## src/rtl/mac_pkg.sv

```systemverilog
// Shared op encoding and default widths for the MAC accumulator slice.
package mac_pkg;

  localparam int unsigned PROD_W_DEFAULT = 32;
  localparam int unsigned ACC_W_DEFAULT  = 40;
  localparam int unsigned CNT_W_DEFAULT  = 8;

  typedef enum logic [1:0] {
    OP_LOAD = 2'b00,
    OP_ADD  = 2'b01,
    OP_SUB  = 2'b10,
    OP_PASS = 2'b11
  } op_e;

endpackage

```

## src/rtl/mac_accumulator_if.sv

```systemverilog
// Product input and accumulator output handshakes of the MAC accumulator.
interface mac_accumulator_if
  import mac_pkg::*;
#(
  parameter int unsigned PROD_W = PROD_W_DEFAULT,
  parameter int unsigned ACC_W  = ACC_W_DEFAULT,
  parameter int unsigned CNT_W  = CNT_W_DEFAULT
);

  logic              in_valid;
  logic              in_ready;
  logic [PROD_W-1:0] product;
  op_e               op;
  logic              out_valid;
  logic              out_ready;
  logic [ACC_W-1:0]  acc;
  logic              overflow;
  logic [CNT_W-1:0]  count;

  modport master (
    output in_valid, product, op, out_ready,
    input  in_ready, out_valid, acc, overflow, count
  );

  modport slave (
    input  in_valid, product, op, out_ready,
    output in_ready, out_valid, acc, overflow, count
  );

endinterface

```

## src/rtl/acc_alu.sv

```systemverilog
// Combinational load/add/sub/pass of a product into the accumulator, with
// overflow detection and optional clamping.
module acc_alu
  import mac_pkg::*;
#(
  parameter int unsigned PROD_W   = PROD_W_DEFAULT,
  parameter int unsigned ACC_W    = ACC_W_DEFAULT,
  parameter bit          SATURATE = 1'b1
) (
  input  logic [ACC_W-1:0]  acc,
  input  logic [PROD_W-1:0] product,
  input  op_e               op,
  output logic [ACC_W-1:0]  next_acc,
  output logic              ovf_event
);

  logic [ACC_W:0] prod_x;
  logic [ACC_W:0] sum;
  logic [ACC_W:0] diff;

  // One extra bit: carry-out on add, borrow (product > acc) on subtract.
  assign prod_x = (ACC_W+1)'(product);
  assign sum    = {1'b0, acc} + prod_x;
  assign diff   = {1'b0, acc} - prod_x;

  always_comb begin
    next_acc  = acc;
    ovf_event = 1'b0;
    unique case (op)
      OP_LOAD: next_acc = ACC_W'(product);
      OP_ADD: begin
        if (sum[ACC_W]) begin
          ovf_event = 1'b1;
          next_acc  = SATURATE ? {ACC_W{1'b1}} : sum[ACC_W-1:0];
        end else begin
          next_acc = sum[ACC_W-1:0];
        end
      end
      OP_SUB: begin
        if (diff[ACC_W]) begin
          ovf_event = 1'b1;
          next_acc  = SATURATE ? {ACC_W{1'b0}} : diff[ACC_W-1:0];
        end else begin
          next_acc = diff[ACC_W-1:0];
        end
      end
      OP_PASS: ;
    endcase
  end

endmodule

```

## src/rtl/mac_accumulator.sv

```systemverilog
// Two-stage MAC accumulator: input capture register, then accumulate/output
// register, both behind valid/ready handshakes.
module mac_accumulator
  import mac_pkg::*;
#(
  parameter int unsigned PROD_W   = PROD_W_DEFAULT,
  parameter int unsigned ACC_W    = ACC_W_DEFAULT,
  parameter int unsigned CNT_W    = CNT_W_DEFAULT,
  parameter bit          SATURATE = 1'b1
) (
  input logic         clk,
  input logic         rst_n,
  input logic         clear,
  mac_accumulator_if.slave bus
);

  logic              s1_valid_q, s1_valid_d;
  logic [PROD_W-1:0] s1_prod_q, s1_prod_d;
  op_e               s1_op_q, s1_op_d;
  logic              out_valid_q, out_valid_d;
  logic [ACC_W-1:0]  acc_q, acc_d;
  logic              ovf_q, ovf_d;
  logic [CNT_W-1:0]  cnt_q, cnt_d;
  logic [CNT_W-1:0]  cnt_inc;

  logic              adv;
  logic              in_ready;
  logic              accept;
  logic [ACC_W-1:0]  alu_acc;
  logic              alu_ovf;

  // Stage 2 moves whenever its output slot is empty or being consumed.
  assign adv      = s1_valid_q & (~out_valid_q | bus.out_ready);
  assign in_ready = ~clear & (~s1_valid_q | adv);
  assign accept   = bus.in_valid & in_ready;
  assign cnt_inc  = (cnt_q == {CNT_W{1'b1}}) ? cnt_q : cnt_q + CNT_W'(1);

  acc_alu #(
    .PROD_W   (PROD_W),
    .ACC_W    (ACC_W),
    .SATURATE (SATURATE)
  ) u_alu (
    .acc       (acc_q),
    .product   (s1_prod_q),
    .op        (s1_op_q),
    .next_acc  (alu_acc),
    .ovf_event (alu_ovf)
  );

  always_comb begin
    s1_valid_d  = s1_valid_q;
    s1_prod_d   = s1_prod_q;
    s1_op_d     = s1_op_q;
    out_valid_d = out_valid_q;
    acc_d       = acc_q;
    ovf_d       = ovf_q;
    cnt_d       = cnt_q;

    if (accept) begin
      s1_valid_d = 1'b1;
      s1_prod_d  = bus.product;
      s1_op_d    = bus.op;
    end else if (adv) begin
      s1_valid_d = 1'b0;
    end

    if (adv) begin
      out_valid_d = 1'b1;
      acc_d       = alu_acc;
      unique case (s1_op_q)
        OP_LOAD: begin
          ovf_d = 1'b0;
          cnt_d = CNT_W'(1);
        end
        OP_ADD, OP_SUB: begin
          ovf_d = ovf_q | alu_ovf;
          cnt_d = cnt_inc;
        end
        OP_PASS: ;
      endcase
    end else if (bus.out_ready) begin
      out_valid_d = 1'b0;
    end
  end

  always_ff @(posedge clk) begin
    if (!rst_n || clear) begin
      s1_valid_q  <= 1'b0;
      s1_prod_q   <= '0;
      s1_op_q     <= OP_LOAD;
      out_valid_q <= 1'b0;
      acc_q       <= '0;
      ovf_q       <= 1'b0;
      cnt_q       <= '0;
    end else begin
      s1_valid_q  <= s1_valid_d;
      s1_prod_q   <= s1_prod_d;
      s1_op_q     <= s1_op_d;
      out_valid_q <= out_valid_d;
      acc_q       <= acc_d;
      ovf_q       <= ovf_d;
      cnt_q       <= cnt_d;
    end
  end

  assign bus.in_ready  = in_ready;
  assign bus.out_valid = out_valid_q;
  assign bus.acc       = acc_q;
  assign bus.overflow  = ovf_q;
  assign bus.count     = cnt_q;

endmodule

```

## src/flat_wrapper.sv

```systemverilog
// flat-port wrapper written by rule: the top's interface ports become plain ports
module mac_accumulator_flat import mac_pkg::*;
#(
  parameter int unsigned PROD_W   = PROD_W_DEFAULT,
  parameter int unsigned ACC_W    = ACC_W_DEFAULT,
  parameter int unsigned CNT_W    = CNT_W_DEFAULT,
  parameter bit          SATURATE = 1'b1
)
  (clk, rst_n, clear, bus_in_valid, bus_product, bus_op, bus_out_ready, bus_in_ready, bus_out_valid, bus_acc, bus_overflow, bus_count);
  mac_accumulator_if #(.PROD_W(PROD_W), .ACC_W(ACC_W), .CNT_W(CNT_W)) bus_i ();
  input logic clk;
  input logic rst_n;
  input logic clear;
  input wire logic [$bits(bus_i.in_valid)-1:0] bus_in_valid;
  input wire logic [$bits(bus_i.product)-1:0] bus_product;
  input wire logic [$bits(bus_i.op)-1:0] bus_op;
  input wire logic [$bits(bus_i.out_ready)-1:0] bus_out_ready;
  output wire logic [$bits(bus_i.in_ready)-1:0] bus_in_ready;
  output wire logic [$bits(bus_i.out_valid)-1:0] bus_out_valid;
  output wire logic [$bits(bus_i.acc)-1:0] bus_acc;
  output wire logic [$bits(bus_i.overflow)-1:0] bus_overflow;
  output wire logic [$bits(bus_i.count)-1:0] bus_count;
  assign bus_i.in_valid = bus_in_valid;
  assign bus_i.product = bus_product;
  assign bus_i.op = bus_op;
  assign bus_i.out_ready = bus_out_ready;
  assign bus_in_ready = bus_i.in_ready;
  assign bus_out_valid = bus_i.out_valid;
  assign bus_acc = bus_i.acc;
  assign bus_overflow = bus_i.overflow;
  assign bus_count = bus_i.count;
  mac_accumulator #(.PROD_W(PROD_W), .ACC_W(ACC_W), .CNT_W(CNT_W), .SATURATE(SATURATE)) u_core (.clk(clk), .rst_n(rst_n), .clear(clear), .bus(bus_i));
endmodule
```

## config.mk

```make
export PLATFORM = sky130hd
export DESIGN_NAME = mac_accumulator_flat
export DESIGN_NICKNAME = d
export VERILOG_FILES = /design/src/rtl/mac_pkg.sv /design/src/rtl/mac_accumulator_if.sv /design/src/rtl/acc_alu.sv /design/src/rtl/mac_accumulator.sv /design/src/flat_wrapper.sv
export SDC_FILE = /design/constraint.sdc
export NUM_CORES = 1
export LEC_CHECK = 0
export CORE_MARGIN = 2
export CORE_UTILIZATION = 60
export DETAILED_ROUTE_END_ITERATION = 6
export HOLD_SLACK_MARGIN = 0.08
export PLACE_DENSITY = 0.88
export SLEW_MARGIN = 25
export SYNTH_ARGS = -nofsm -noshare
export SYNTH_HDL_FRONTEND = slang
export SYNTH_SLANG_ARGS = --single-unit
```

## constraint.sdc

```tcl
create_clock -name clk -period 4.87 [get_ports clk]
set_input_delay 0.487 -clock clk [delete_from_list [all_inputs] [get_ports clk]]
set_output_delay 0.487 -clock clk [all_outputs]
set_load 0.05 [all_outputs]
```

* Yosys cells after proc, flatten, opt, wreduce, memory -nomap -nowiden
Index checks and enable logic that the tools add are counted.
Word-level totals: memories kept 0, output and inout port bits 51, input bits 39, memory bits (writable) 0, flip-flop bits (word level) 85, logic and storage cells 47, memory bits (read-only) 0, latch bits 0
Operators by class: bitwise logic cells 9, divide/modulo/power cells 0, eq/ne operators 4, reduce and logical (&&, ||, !) cells 11, shift-type cells 0, magnitude comparators 0, $add $sub $neg 3, mux-type cells 13, $mul 0
Operators with widths (number):
- 40-bit one-hot mux with 3 select lines | 1
- 40-bit two-way mux | 2
- 40-bit by 32-bit adder with 41-bit output | 1
- 40-bit by 32-bit subtractor with 41-bit output | 1
- 8-bit one-hot mux with 2 select lines | 1
- 8-bit by 1-bit adder with 8-bit output, second input constant | 1
- 8-bit == test, second input constant | 1
- 8-bit two-way mux | 1
- 1-bit two-way mux | 6
- 2-bit nonzero test | 3
- 1-bit one-hot mux with 2 select lines | 2
- 2-bit AND reduction | 2
- 1-bit AND | 3
- 1-bit NOT | 3
- 1-bit bitwise OR | 3
- 3-bit AND reduction | 1
- 3-bit nonzero test | 1
- 2-bit by 1-bit == test with 1-bit output, second input constant | 1
- 2-bit == test, second input constant | 1
- 2-bit logical NOT | 1
- 2-bit inequality test, second input constant | 1
- 2-bit OR reduction | 1
- 1-bit logical NOT | 1
- 1-bit logical OR | 1

* Depth between registers and ports, before layout
depth after elaboration 7, gate-level depth with buffers 15, mapped depth without buffers 13

* Modules after synthesis
A second synthesis with hierarchy kept.
Second synthesis, totals: cell total of the unflattened synthesis 1200, area, all modules 8539.4 um^2
Modules (own cells, without submodules):
- acc_alu | area an instance 5333.9 um^2, instances 1, cells each 798
- mac_accumulator | area an instance 3205.6 um^2, instances 1, cells each 402

* Worst setup path before layout
No wires, ideal clock.
path kind register to register, start point register u_core.acc_q[0], in the netlist u_core.bus.acc[0], end point register u_core.acc_q[14], in the netlist u_core.bus.acc[14], stages on the path, launching flop included 14, arrival 3346 ps, library setup time 118 ps, clock period less this slack 3464 ps, setup slack 1406 ps, path through dfxtp_1 ha_1 fa_1 nor2b_1 o21ai_0 a21oi_1 o21a_1 or2_0 buf_2 a311o_4 a31o_4 or3_1 o21ai_1 o21ai_1
Between the ends: cells in the longest elaborated chain, start to end 3
RTL lines:
- start, declared | RTL line mac_accumulator.sv:21 | logic [ACC_W-1:0] acc_q, acc_d;
- start signal, assigned | RTL line mac_accumulator.sv:92 | acc_q <= '0;
- start signal, assigned | RTL line mac_accumulator.sv:100 | acc_q <= acc_d;
- 40-bit by 32-bit subtractor with 41-bit output or 40-bit by 32-bit adder with 41-bit output (tied branches) | RTL line acc_alu.sv:24, acc_alu.sv:23
- 40-bit two-way mux, on equally long branches | RTL line acc_alu.sv:40, acc_alu.sv:32
- 40-bit one-hot mux with 3 select lines (*) | RTL line acc_alu.sv:29 | unique case (op)
Mark *: on every way between the ends. The rest lies on a longest branch, timed or not. A chain may end at the register's enable or synchronous reset.

* Worst setup path in the final report
Ends and elaborated chain as after synthesis.

==> flow_summary.toml <==
[detailed_routing]
top_layer = "met4"
routedLengthMet1_um = 10700
met3WireLength_um = 2820
drt_iter0_drc = 1019
wl_per_cell_um = 19.6
via_count = 8747
totalWireLength_um = 25700
ant_nets = 0
drc = 5
drt_first_pass_iters = 7
wl_met2_um = 11500
drt-vias-per-instance = 6.66

[power]
internal-power_w = 0.00123
switching_share_pct = 30.6
power_frac_clock_pct = 40.3
p_seq_share_pct = 40.1
p_switching_w = 0.000545
power_frac_comb_pct = 19.6
powerDensity_mw_per_mm2 = 198
power_leakage_nw = 3.67
totalPowerFinal_w = 0.00178
irDropWorstVdd_mv = 0.193

[timing]
maxClockFrequency_mhz = 265
fin_crit_sh_pct = 77.4
worst_pin_slew_ns = 0.998
finalSetupViolations = 0
setup_slack_ns = 1.10
drv_slew = 0
period_needed_ns = 3.77
rsz0062_at_grt = "false"
final_hold_viol_count = 0
setup_tns_ns = 0
finalClockSkew_ns = 0.00776
slew_headroom_pct = 32.9

[clocking]
clock_latency_ns = 0.36
clk_path_buf_depth = 2
post-cts-setup-buffers = 0
post_cts_resize_count = 0
cts_tree = "done"
cts.sinks = 85
cts_made_buffers = 9
htreeDepth = 3
clk_pin_slew_ns = 0.07
holdBufCountCts = 0
cts_root_buffer = "clkbuf_16"

[placed_design]
place_hpwl_um = 18000
gp_congestion = 0.995
dp_worst_setup_slack_ns = 1.21
placed_cell_area_mm2 = 0.00870
port_buffers = 89

[yosys]
yosysUniqueCellTypes = 82
syn_inst = 1095
syn_nets = 1205
synth-main-ff-cell = "dfxtp_1"
syn_area_mm2 = 0.00778
synthArstFlopShare_pct = 0
yosys_warnings = 0
synth_edf_count = 0
ys_seq_area_share_pct = 21.9
ys_seq_elements = 85
syn_avg_cell_area_um2 = 7.11

[critical_path]
crit_path_start_kind = "register"
end_kind = "register"
critPathKind = "register to register"
arrival_ns = 4.02
worstPathMaxFanout = 25
required_ns = 5.12

[floorplanning]
die_x_um = 118
dieArea_mm2 = 0.0139
io_pins = 90
start_util_pct = 61.7
chipHeight_um = 118
core-area_mm2 = 0.0126
rows = 41

[global_route]
grt_max_degree = 51
grt_pass1_vias = 8056
grt_util_all_layers_pct = 35.8
antenna_found_initial = 0
overflow = 0
grt_pass1_wl_um = 40900

[finish]
final_nets = 1247
final_common_cell = "a21oi_1"
diodes = 0
area_delta_synth_final_pct = 15.7
mostFrequentLayoutCells = "137 x a21oi_1, 134 x nand2_1, 89 x clkdlybuf4s50_1, 85 x dfxtp_1, 70 x nor2_1"
drive_above_1_share_pct = 4.99
final_area_mm2 = 0.00900

[outcome]
status = "complete, but fails checks"
violations = "design-rule violations"

[hold_path]
hold_path.class = "register to register"

[job]
cap_violations = 0
-- kinds of logic after synthesis --
kind of cell               count (synthesis)  share of synthesized area, %
DFF                                       85                          21.9
AOI/OAI and AO/OA                        418                          35.3
xor gates and xnor gates                  16                          1.80
and+or+nand+nor                          356                          21.4
adders and majority gates                 71                          11.6
buffers and inverters                    142                          7.09
muxes                                      7                         0.933
-- synthesized netlist by cell type, types with 7 or more instances --
library cell,number,area [µm²]
a211oi_1,8,60.1
a21o_1,16,120
a21oi_1,137,686
a221o_1,9,90.1
a221oi_1,9,78.8
a22o_1,7,61.3
a31oi_1,13,81.3
and3_1,10,62.6
buf_2,12,60.1
clkbuf_1,55,206
dfxtp_1,85,1700
ha_1,69,863
inv_1,69,259
nand2_1,134,503
nand2b_1,14,87.6
nand3_1,39,195
nand4_1,9,56.3
nor2_1,72,270
nor2b_1,14,87.6
nor3_1,19,95.1
nor4_1,9,56.3
o211ai_1,23,173
o21a_1,9,67.6
o21ai_0,64,320
o21ai_1,20,100
o21bai_1,11,82.6
o221ai_1,13,114
o22ai_1,10,62.6
o31ai_1,8,60.1
or3_1,8,50.1
xnor2_1,11,96.3
-- final timing paths --
path	start	cells past startpoint	end	slack (ns)
worst min register to register	u_core.s1_prod_q[21]	2	u_core.s1_prod_q[21]	0.49
worst max register to register	u_core.bus.acc[0]	12	u_core.bus.acc[14]	1.10
worst max-delay path	u_core.bus.acc[0]	12	u_core.bus.acc[14]	1.10
worst min-delay path	u_core.s1_prod_q[21]	2	u_core.s1_prod_q[21]	0.49
-- stage by stage --
step / utilization, % / hold WS, ns / cells
floorplan: - / 0.453 / 1095
global placement: 68.9 / 0.462 / 1298
detailed placement: 69.0 / 0.475 / 1298
CTS: 71.3 / 0.487 / 1314
global route: 71.3 / 0.516 / 1314
finish: 71.3 / 0.491 / 1314
-- cell type report --
cell class	instances	area, µm²
fillers	1120	3620
repair buffers	100	973
flip-flops and latches	85	1700
multi-input cells	868	5540
inverters	73	274
well taps	172	215
clock inverters	7	73.8
clock buffers	9	225
-- state kept, by name (all words and copies together) (netlist names) --
register              cells
u_core.bus.overflow       1
u_core.bus.count          8
u_core.s1_prod_q         32
u_core.s1_op_q            2
u_core.bus.acc           40
u_core.bus.out_valid      1
u_core.s1_valid_q         1
-- power by group through the flow --
| stage | Combinational (W) | Sequential [W] | Clock (W) |
|---|---|---|---|
| 2_1_floorplan | 0.000222 | 0.000733 | 0 |
| 3_5_place_dp | 0.000337 | 0.000728 | 0 |
| 4_1_cts | 0.000339 | 0.000712 | 0.000721 |
| 6_report | 0.000349 | 0.000713 | 0.000717 |
| 3_3_place_gp | 0.000332 | 0.000728 | 0 |
| 5_1_grt | 0.000379 | 0.000713 | 0.000750 |
-- routing by layer --
layer	up-vias	track usage, %
li1	4081	-
met1	4007	46.8
met2	572	57.8
met3	87	7.12
met4	0	14.5
met5	-	0
-- worst max-delay path, cell delays in order, from the launching register on --
cell and delay (ns):
dfxtp_1 0.34, ha_1 0.22, fa_1 0.40, nor2b_1 0.16, o21ai_0 0.33, a21oi_1 0.19
o21a_1 0.22, or2_0 0.35, a311o_4 0.49, a31o_4 0.40, or3_1 0.38, o21ai_1 0.08
o21ai_1 0.08
Note: power is estimated with default switching activity, not from simulation.
